### src/rtl/kalman_pkg.sv
// Shared types and fixed-point helpers for the Kalman filter pipeline.
// Used by the inverter, gain and state-update stages.
package kalman_pkg;

  localparam int DATA_W = 16;
  localparam int INT_DIGITS = 10;
  localparam int FRAC = DATA_W - INT_DIGITS;
  localparam int ACC_W = 2 * DATA_W + 1;

  typedef enum logic [2:0] {
    IDLE,
    MUL0,
    MUL1,
    STORE,
    DONE
  } gain_state_t;

  typedef struct packed {
    logic [DATA_W-1:0] val;
    logic              ovf;
  } sat_t;

  // Floor-shift out the fraction, then clamp to the element range.
  function automatic sat_t sat_fx(input logic signed [ACC_W-1:0] acc);
    logic signed [ACC_W-1:0] sh;
    logic [ACC_W-DATA_W:0]   hi;
    sat_t                    r;
    sh = acc >>> FRAC;
    hi = sh[ACC_W-1:DATA_W-1];
    r.ovf = !((&hi) || !(|hi));
    if (!r.ovf) begin
      r.val = sh[DATA_W-1:0];
    end else if (sh[ACC_W-1]) begin
      r.val = {1'b1, {(DATA_W-1){1'b0}}};
    end else begin
      r.val = {1'b0, {(DATA_W-1){1'b1}}};
    end
    return r;
  endfunction

endpackage

### src/rtl/kalman_gain_2x2_mac.sv
// Shared signed multiply-accumulate with floor shift and saturation.
// clr selects a fresh product instead of accumulating.
module fx_mac_sat #(
  parameter int WIDTH = 16,
  parameter int intDigits = 10
) (
  input  logic                    clk,
  input  logic                    rst,
  input  logic                    en,
  input  logic                    clr,
  input  logic signed [WIDTH-1:0] a,
  input  logic signed [WIDTH-1:0] b,
  output logic signed [WIDTH-1:0] q,
  output logic                    ovf
);

  localparam int FSH = WIDTH - intDigits;
  localparam int AW = 2 * WIDTH + 1;

  logic signed [2*WIDTH-1:0] prod;
  logic signed [AW-1:0]      prod_x;
  logic signed [AW-1:0]      acc;
  logic signed [AW-1:0]      sh;
  logic [AW-WIDTH:0]         hi;

  assign prod = a * b;
  assign prod_x = {prod[2*WIDTH-1], prod};

  always_ff @(posedge clk) begin
    if (rst) begin
      acc <= '0;
    end else if (en) begin
      acc <= clr ? prod_x : acc + prod_x;
    end
  end

  assign sh = acc >>> FSH;
  assign hi = sh[AW-1:WIDTH-1];
  assign ovf = !((&hi) || !(|hi));

  always_comb begin
    q = sh[WIDTH-1:0];
    if (ovf) begin
      q = sh[AW-1] ? {1'b1, {(WIDTH-1){1'b0}}}
                   : {1'b0, {(WIDTH-1){1'b1}}};
    end
  end

endmodule

### src/rtl/kalman_gain_2x2.sv
// Kalman gain stage: K = P * Sinv for 2x2 fixed-point matrices,
// one element at a time on a single shared MAC.
module kalman_gain_2x2
  import kalman_pkg::*;
#(
  parameter int WIDTH = DATA_W,
  parameter int intDigits = INT_DIGITS
) (
  input  logic                        clk,
  input  logic                        rst,
  input  logic                        clk_en,
  input  logic                        startGain,
  input  logic [1:0][1:0][WIDTH-1:0]  P,
  input  logic [1:0][1:0][WIDTH-1:0]  Sinv,
  output logic [1:0][1:0][WIDTH-1:0]  K,
  output logic                        endGain,
  output logic                        busy,
  output logic                        satFlag
);

  gain_state_t state, state_nx;

  logic [1:0]                  idx;
  logic                        ii, jj;
  logic [1:0][1:0][WIDTH-1:0]  p_q, s_q;
  logic                        mac_en, mac_clr, ovf;
  logic signed [WIDTH-1:0]     a_op, b_op, q;

  assign ii = idx[1];
  assign jj = idx[0];

  always_comb begin
    state_nx = state;
    mac_en = 1'b0;
    mac_clr = 1'b0;
    a_op = p_q[ii][0];
    b_op = s_q[0][jj];
    case (state)
      IDLE: begin
        if (startGain) state_nx = MUL0;
      end
      MUL0: begin
        mac_en = 1'b1;
        mac_clr = 1'b1;
        state_nx = MUL1;
      end
      MUL1: begin
        mac_en = 1'b1;
        a_op = p_q[ii][1];
        b_op = s_q[1][jj];
        state_nx = STORE;
      end
      STORE: begin
        state_nx = (idx == 2'd3) ? DONE : MUL0;
      end
      DONE: begin
        state_nx = IDLE;
      end
      default: state_nx = IDLE;
    endcase
  end

  always_ff @(posedge clk) begin
    if (rst) begin
      state <= IDLE;
      idx <= '0;
      K <= '0;
      p_q <= '0;
      s_q <= '0;
      satFlag <= 1'b0;
    end else if (clk_en) begin
      state <= state_nx;
      if (state == IDLE && startGain) begin
        p_q <= P;
        s_q <= Sinv;
        satFlag <= 1'b0;
      end
      // idx wraps 3 -> 0, ready for the next request
      if (state == STORE) begin
        K[ii][jj] <= q;
        satFlag <= satFlag | ovf;
        idx <= idx + 2'd1;
      end
    end
  end

  fx_mac_sat #(
    .WIDTH(WIDTH),
    .intDigits(intDigits)
  ) u_mac (
    .clk(clk),
    .rst(rst),
    .en(mac_en & clk_en),
    .clr(mac_clr),
    .a(a_op),
    .b(b_op),
    .q(q),
    .ovf(ovf)
  );

  assign endGain = (state == DONE);
  assign busy = (state != IDLE);

endmodule
### config.mk
export PLATFORM = sky130hd
export DESIGN_NAME = kalman_gain_2x2
export DESIGN_NICKNAME = d
export VERILOG_FILES = /design/src/rtl/kalman_pkg.sv /design/src/rtl/kalman_gain_2x2_mac.sv /design/src/rtl/kalman_gain_2x2.sv
export SDC_FILE = /design/constraint.sdc
export NUM_CORES = 1
export LEC_CHECK = 0
export BUFFER_PORTS_ARGS = -buffer_cell sky130_fd_sc_hd__buf_2
export CAP_MARGIN = 40
export CORE_MARGIN = 4
export CORE_UTILIZATION = 30
export CTS_CLUSTER_SIZE = 14
export DETAILED_ROUTE_END_ITERATION = 7
export GPL_ROUTABILITY_DRIVEN = 1
export GPL_TIMING_DRIVEN = 1
export MAX_ROUTING_LAYER = met4
export PLACE_DENSITY = 0.47
export SYNTH_ARGS = -nofsm -noshare
export SYNTH_HDL_FRONTEND = slang
export SYNTH_SLANG_ARGS = --single-unit
### constraint.sdc
create_clock -name clk -period 27.8 [get_ports clk]
set_input_delay 6.95 -clock clk [delete_from_list [all_inputs] [get_ports clk]]
set_output_delay 6.95 -clock clk [all_outputs]
set_load 0.05 [all_outputs]
# [Word-level counts from Yosys, hierarchy flattened]
# Cells that the tools add are included.
[totals] latchBits=0 out_inout_bits=67 ff_bits=231 mem_bits_ro=0 ram_bits=0 input_bits=132 n_memories=0
[op_classes] addsub=2 order_cmp=4 mul=1 n_eq_ne=6 mux=23 shift=0 div_mod_pow=0 bitwise_logic=2 reduce_logical=16
[op_table] operator="$mux W16" count=9
[op_table] operator="$mux W32" count=3
[op_table] operator="$bwmux W64" count=1
[op_table] operator="$add A33 B32 Y33" count=1
[op_table] operator="$mux W33" count=1
[op_table] operator="$demux W32 S1" count=1
[op_table] operator="$mul A16 B16 Y32" count=1
[op_table] operator="$demux W16 S1" count=1
[op_table] operator="$pmux W3 S4" count=1
[op_table] operator="$reduce_and A12 Y1" count=1
[op_table] operator="$reduce_or A12 Y1" count=1
[op_table] operator="$reduce_and A2 Y1" count=4
[op_table] operator="$eq A3 B2 Y1 const B" count=2
[op_table] operator="$mux W3" count=2
[op_table] operator="$lt A1 B2 Y1 const B" count=2
[op_table] operator="$mux W1" count=4
[op_table] operator="$eq A3 B1 Y1 const B" count=1
[op_table] operator="$eq A3 B3 Y1 const B" count=1
[op_table] operator="$logic_and A1 B1 Y1" count=3
[op_table] operator="$logic_not A3 Y1" count=1
[op_table] operator="$reduce_bool A3 Y1" count=1
[op_table] operator="$add A2 B1 Y2 const B" count=1
[op_table] operator="$eq A2 B2 Y1 const B" count=1
[op_table] operator="$ge A1 B1 Y1 const B" count=2
[op_table] operator="7 further kinds" count=8

# [Longest topological paths before layout]
# Gate-level depths: netlist of the first run.
[depth] word_depth=7 depth_mapped=43 mapped_depth_nobuf=38

# [Modules after synthesis]
# A second synthesis of the first run with hierarchy kept.
[unflattened] cells_unflattened=2379 hier_area_um2=22670.5
[modules_own_cells] mod="fx_mac_sat" cells_per_inst=1518 seq_area_each_um2=660.6 n_inst=1 area_each_um2=13195.2
[modules_own_cells] mod="kalman_gain_2x2" cells_per_inst=861 seq_area_each_um2=3963.8 n_inst=1 area_each_um2=9475.3

# [Worst setup path after synthesis of the first run]
# OpenSTA, ideal clock, no wires.
[synth_timing] path_type="register -> register" start="register state[2]" end="register u_mac.acc[31]" synth_period_minus_slack_ns=9.211 path_stages_with_launch=41 slack_ns=18.589 path_buffers=6 t_arrival_ns=9.119 cell_sequence="dfxtp_1 > clkbuf_1 > nor2_1 > and2_1 > clkbuf_1 > clkbuf_1 > buf_1 > nand2_1 > nand3_1 > o21a_1 > clkbuf_1 > nand2_1 > fa_1 > fa_1 > fa_1 > fa_1 > inv_1 > fa_1 > [5 not listed] > nor2_1 > a2111oi_0 > o31ai_2 > a21o_1 > a21oi_1 > o21ai_1 > xor2_1 > ha_1 > clkbuf_1 > a21o_1 > a21o_1 > a221o_1 > a31oi_4 > o221ai_2 > a211oi_2 > o2111a_1 > nor3_1 > nor4_1"
[synth_via] elab_chain_cells=5 word_cells_on_any_way=11
[synth_rtl] element="from (decl)" line_no="kalman_gain_2x2.sv:21" source="gain_state_t state, state_nx;"
[synth_rtl] element="from (signal assigned)" line_no="kalman_gain_2x2.sv:72" source="state <= state_nx;"
[synth_rtl] element="$eq A3 B2 Y1" line_no="kalman_gain_2x2.sv:38" source="case (state)"
[synth_rtl] element="$mux W16" line_no="kalman_gain_2x2.sv:38"
[synth_rtl] element="$mul A16 B16 Y32" line_no="kalman_gain_2x2_mac.sv:26" source="assign prod = a * b;"
[synth_rtl] element="$add A33 B32 Y33" line_no="kalman_gain_2x2_mac.sv:33" source="acc <= clr ? prod_x : acc + prod_x;"
[synth_rtl] element="$mux W33" line_no="kalman_gain_2x2_mac.sv:33"
[synth_rtl] element="to (signal assigned)" line_no="kalman_gain_2x2_mac.sv:33"
[synth_rtl] element="to (decl)" line_no="kalman_gain_2x2_mac.sv:22" source="logic signed [AW-1:0] acc;"
# Several ways; a longest one is shown, not always the timed one.
# A chain may end at the register's enable or synchronous reset.

# [Worst setup path in the final report of the first run]
# Same ends and word-level chain as after synthesis.

==> flow_summary.json, run 1 <==
{
  "status": "finished, final reports clean",
  "synth_top_family_by_area": "adder cells",
  "register_area_sq_mm": 0.004624,
  "timing.final.crit_share": 0.3609,
  "ir_worst_vdd_uv": 39.06,
  "initial_utilization": 0.3035,
  "placedInstanceArea_sq_mm": 0.02294,
  "final.setup.tns_ps": 0,
  "min_to": "s_q[27]",
  "timing.rr.end": "u_mac.acc[31]",
  "root_buffer": "clkbuf_16",
  "drt-initial-drc-count": 1180,
  "die_h_um": 271.6,
  "max_freq_ghz": 0.09968,
  "min_from": "s_q[27]",
  "crit_top_cell": "fa_1",
  "yosysWarnings": 0,
  "multi_input_area_sq_mm": 0.01453,
  "synth_cells": 2566,
  "insertion_delay_ps": 560,
  "grt_max_degree": 78,
  "die-area_sq_mm": 0.07379,
  "ant_nets": 0,
  "routabilityCongestion": 0.9263,
  "avgRoutedWirePerCell_um": 18.62,
  "synthMuxAreaShare": 0.01104,
  "dp_hpwl_um": 54000,
  "synth_fa_ha_area_frac": 0.3257,
  "crit_path_max_fanout": 57,
  "final.min_clock_period_ps": 10030,
  "row_count": 96,
  "ys_seq_area_frac": 0.2218,
  "reg2reg_slack_ps": 17770,
  "numCtsBuffers": 28,
  "crit_family": "adder cells",
  "grt_pass1_vias": 18370,
  "setup_violations": 0,
  "crit_arrival_ps": 10490,
  "slew_viol_final": 0,
  "powerDensity_mw_per_mm2": 43.50,
  "required_ps": 28260,
  "cts_tree": "built",
  "coreArea_sq_mm": 0.06871,
  "grt_usage": 0.1886,
  "max_stage_delay_ps": 720,
  "synth_seq_cells": 231,
  "clock_sinks": 231,
  "p_leak_nw": 10.68,
  "syn_area_per_cell_sq_um": 8.126,
  "path_buf_inv": 4,
  "whs_ps": 450.3,
  "crit_path_end_kind": "register",
  "hold_buffers": 0,
  "yosys.area.top_type": "fa_1",
  "grt_overflow": 0,
  "finalWirelength_um": 67900,
  "synthSimpleGateAreaFrac": 0.1829,
  "critical_path_class": "register to register",
  "clk_pin_slew_ps": 60,
  "synth_compound_area_frac": 0.1498,
  "maxSlewHeadroom": 0.3717,
  "rr_worst_depth": 30,
  "die_w_um": 271.6,
  "io_buffers": 198,
  "grt_pass1_wl_um": 107800,
  "r2r-start": "state[2]",
  "avgViaCountPerCell": 4.871,
  "synth_xor_area_frac": 0.02520,
  "rsz0062_at_grt": "no",
  "synth_top_area_frac": 0.2525,
  "antenna_found_initial": 0,
  "final_area_sq_mm": 0.02398,
  "area_delta_synth_final_pct": 14.99,
  "synth_edf_count": 0,
  "h-tree-depth": 1,
  "boundaryPins": 199,
  "syn-num-nets": 3083,
  "fin_skew_ps": 15.94,
  "async_flop_share": 0,
  "finalHoldViolations": 0,
  "worst_pin_slew_ps": 932.5,
  "ys_types": 76,
  "post_cts_buffers": 0,
  "slowest_stage": "fa_1",
  "startpoint_type": "register",
  "synthTopCellsByArea": "fa_1, dfxtp_1, nand2_1",
  "syn_area_sq_mm": 0.02085,
  "vias": 17770,
  "synth_flop_cell": "dfxtp_1",
  "synth_common_cells": "nand2_1, inv_1, fa_1, nor2_1, dfxtp_1",
  "fin_nets": 3213,
  "min_path_type": "register to register",
  "cap_violations": 0,
  "ctsResizeCount": 0,
  "drive_gt1_frac": 0.1215,
  "hold_depth": 2,
  "drc_errors": 0,
  "antenna_cells": 0,
  "cts.path.max_buffers": 3,
  "nFillCells": 7297,
  "synth.most_common_cell": "nand2_1",
  "dr.pass1.iters": 5
}
==> per-stage QoR <==
step	util	std cells	power (W)	setup WS [ps]
3_3_place_gp	0.3302	3581	0.0006325	17700
3_5_place_dp	0.3338	3597	0.0006395	17800
4_1_cts	0.3490	3647	0.001054	17750
5_1_grt	0.3490	3647	0.001102	17290
2_1_floorplan	-	2566	0.0005432	18590
6_report	0.3490	3647	0.001043	17770
==> cell families after synthesis <==
| group | Yosys count |
|---|---|
| and+or+nand+nor | 928 |
| AOI/OAI and AO/OA | 495 |
| buffers and inverters | 454 |
| adders and majority gates | 385 |
| DFF | 231 |
| xor gates and xnor gates | 60 |
| muxes | 13 |
==> per-layer routing <==
layer	GRT usage	wire length, um
met1	0.2543	31060
met2	0.3051	31700
met3	0.02042	3077
met4	0.04790	2061
met5	-	0
==> registers in the layout, indices dropped and copies added (netlist names) <==
name / cells
K: 64
satFlag: 1
u_mac.acc: 33
idx: 2
p_q: 64
state: 3
s_q: 64
==> final cells by class <==
type,count,area share
Multi-Input combinational cell,1881,0.6061
Sequential cell,231,0.1929
Timing Repair Buffer,238,0.05959
Inverter,316,0.04947
Tap cell,931,0.04858
Clock buffer,37,0.03402
Clock inverter,13,0.009444
==> worst reg2reg max path, delay by kind of cell, from the launching register on <==
| family | cells | cell delay (ps) |
|---|---|---|
| adders and majority gates | 8 | 4090 |
| AOI/OAI and AO/OA | 11 | 2830 |
| buffers and inverters | 4 | 830 |
| and+or+nand+nor | 5 | 760 |
| muxes | 1 | 730 |
| DFF | 1 | 510 |
| xor gates and xnor gates | 1 | 180 |
==> how the worst max path moves through the flow <==
stage	from	to	cells after the start
6_report	state[2]	u_mac.acc[31]	30
5_1_grt	state[2]	u_mac.acc[29]	30
4_1_cts	state[2]	u_mac.acc[31]	30
3_5_place_dp	state[2]	u_mac.acc[31]	30
3_3_place_gp	state[2]	u_mac.acc[32]	35
2_1_floorplan	state[2]	u_mac.acc[31]	40
==> report_power, final <==
| group | internal, W | switching [W] | leakage [nW] |
|---|---|---|---|
| Clock | 0.000261 | 0.000150 | 0.510 |
| Sequential | 0.000346 | 0.0000118 | 1.88 |
| Combinational | 0.0000925 | 0.000183 | 8.29 |
| Total | 0.000699 | 0.000344 | 10.7 |
==> layout by cell type, fill, tap and decap left out, types with 43 or more instances in the layout <==
cell / Yosys / routed
nand2_1: 543 / 542
inv_1: 315 / 315
fa_1: 263 / 263
nor2_1: 237 / 237
dfxtp_1: 231 / 231
a21oi_1: 215 / 214
buf_2: 0 / 198
ha_1: 122 / 122
a211oi_1: 82 / 82
xnor2_1: 46 / 46
o21ai_0: 45 / 43
(Power assumes the default switching activity.)
==> inputs of run 2 (changes only) <==
Clock period 27.8 ns to 9.5 ns, I/O delays scaled along.
==> flow_summary.json, run 2 (same netlist as run 1, synthesis figures left out) <==
{
  "setup_violations": 0,
  "insertion_delay_ps": 570,
  "drt-initial-drc-count": 1041,
  "timing.final.crit_share": 0.9442,
  "setup_ws_ps": 529.6,
  "area_delta_synth_final_pct": 16.95,
  "powerDensity_mw_per_mm2": 121.5,
  "whs_ps": 452.7,
  "avgViaCountPerCell": 4.804,
  "startpoint_type": "register",
  "clk_pin_slew_ps": 60,
  "fin_nets": 3264,
  "max_freq_ghz": 0.1115,
  "p_leak_nw": 10.89,
  "place_inst": 3645,
  "required_ps": 9960,
  "post-place-ws_ps": 97.12,
  "worst_pin_slew_ps": 852.8,
  "rsz0062_at_grt": "no",
  "grt_overflow": 0,
  "drive_gt1_frac": 0.1423,
  "antenna_cells": 0,
  "grt_usage": 0.1858,
  "ant_nets": 0,
  "layout_commonest_cell": "nand2_1",
  "power.total_w": 0.002963,
  "grt_pass1_wl_um": 106300,
  "slowest_stage": "fa_1",
  "row_count": 96,
  "status": "finished, final reports clean",
  "avgRoutedWirePerCell_um": 18.36,
  "cap_violations": 0,
  "final.setup.tns_ps": 0,
  "drc_errors": 0,
  "io_buffers": 198,
  "post_cts_buffers": 0,
  "mostFrequentLayoutCells": "nand2_1, inv_1, fa_1",
  "routabilityCongestion": 0.9203,
  "cts.path.max_buffers": 3,
  "largest_registers": "K: 64 flops, p_q: 64 flops, s_q: 64 flops",
  "critical_path_class": "register to register",
  "antenna_found_initial": 0,
  "crit_arrival_ps": 9430,
  "finalHoldViolations": 0,
  "coreArea_sq_mm": 0.06871,
  "final_cells": 3699,
  "vias": 17770,
  "slew_viol_final": 0,
  "dr.pass1.iters": 5,
  "hold_buffers": 0,
  "nFillCells": 7330,
  "max_stage_delay_ps": 590,
  "die_w_um": 271.6,
  "finalWirelength_um": 67900,
  "maxSlewHeadroom": 0.4294,
  "die_h_um": 271.6,
  "crit_top_cell": "fa_1",
  "fin_skew_ps": 18.81,
  "grt_pass1_vias": 18200,
  "grt_max_degree": 106,
  "crit_path_end_kind": "register",
  "clock_sinks": 231,
  "initial_utilization": 0.3035,
  "die-area_sq_mm": 0.07379,
  "boundaryPins": 199,
  "root_buffer": "clkbuf_16",
  "h-tree-depth": 1,
  "dp_hpwl_um": 55110,
  "cts_tree": "built",
  "numCtsBuffers": 28,
  "min_path_type": "register to register",
  "crit_path_max_fanout": 25,
  "ir_worst_vdd_uv": 88.65,
  "final.min_clock_period_ps": 8970
}
-- run 2: worst max-delay path, delay by kind of cell, from the launching register on --
family / cells / cell delay (ps)
XOR/XNOR: 2 / 370
flip-flops: 1 / 320
AO/OA/AOI/OAI: 13 / 2780
AND/OR/NAND/NOR: 8 / 1130
buffers and inverters: 5 / 510
adder cells (fa/ha/maj): 8 / 3750
-- run 2: what timing repair did --
| action | 4_1_cts | 5_1_grt |
|---|---|---|
| endpoints found under the setup margin | 0 | 7 |
| gates resized for setup | 0 | 24 |
| endpoints found under the hold margin | 0 | 0 |
-- run 2: area by class of cell --
class                           instances  area (sq um)  share of cell area
Multi-Input combinational cell       1881         14610              0.5989
Sequential cell                       231          4624              0.1896
Timing Repair Buffer                  289          1867             0.07655
Inverter                              316          1190             0.04879
Tap cell                              931          1165             0.04777
Clock buffer                           39         792.0             0.03248
Clock inverter                         12         142.6            0.005849
-- run 2: worst paths after layout --
| check | end | cells after the start | startpoint | slack, ps |
|---|---|---|---|---|
| worst min-delay path | s_q[60] | 2 | s_q[60] | 450 |
| worst max-delay path | u_mac.acc[32] | 36 | state[2] | 530 |
| worst max register to register | u_mac.acc[32] | 36 | state[2] | 530 |
| worst min register to register | s_q[60] | 2 | s_q[60] | 450 |
-- run 2: power breakdown --
group          total [W]  switching, W  internal, W
sequential       0.00105     0.0000381      0.00101
combinational   0.000830      0.000537     0.000293
clock            0.00108      0.000446     0.000638
total            0.00296       0.00102      0.00194
-- run 2: metrics by stage --
step,instance area [sq um],util
floorplan,20850,-
global placement,23150,0.3370
detailed placement,23300,0.3392
CTS,24240,0.3528
global route,24390,0.3550
finish,24390,0.3550
-- run 2: per-layer routing --
metal  track usage  up-vias  wire [um]
met1        0.2575     8649      32150
met4       0.04639        0       2053
met5             -        -          0
met3       0.02519       81       3211
met2        0.2885      435      30490
li1              -     8606          -
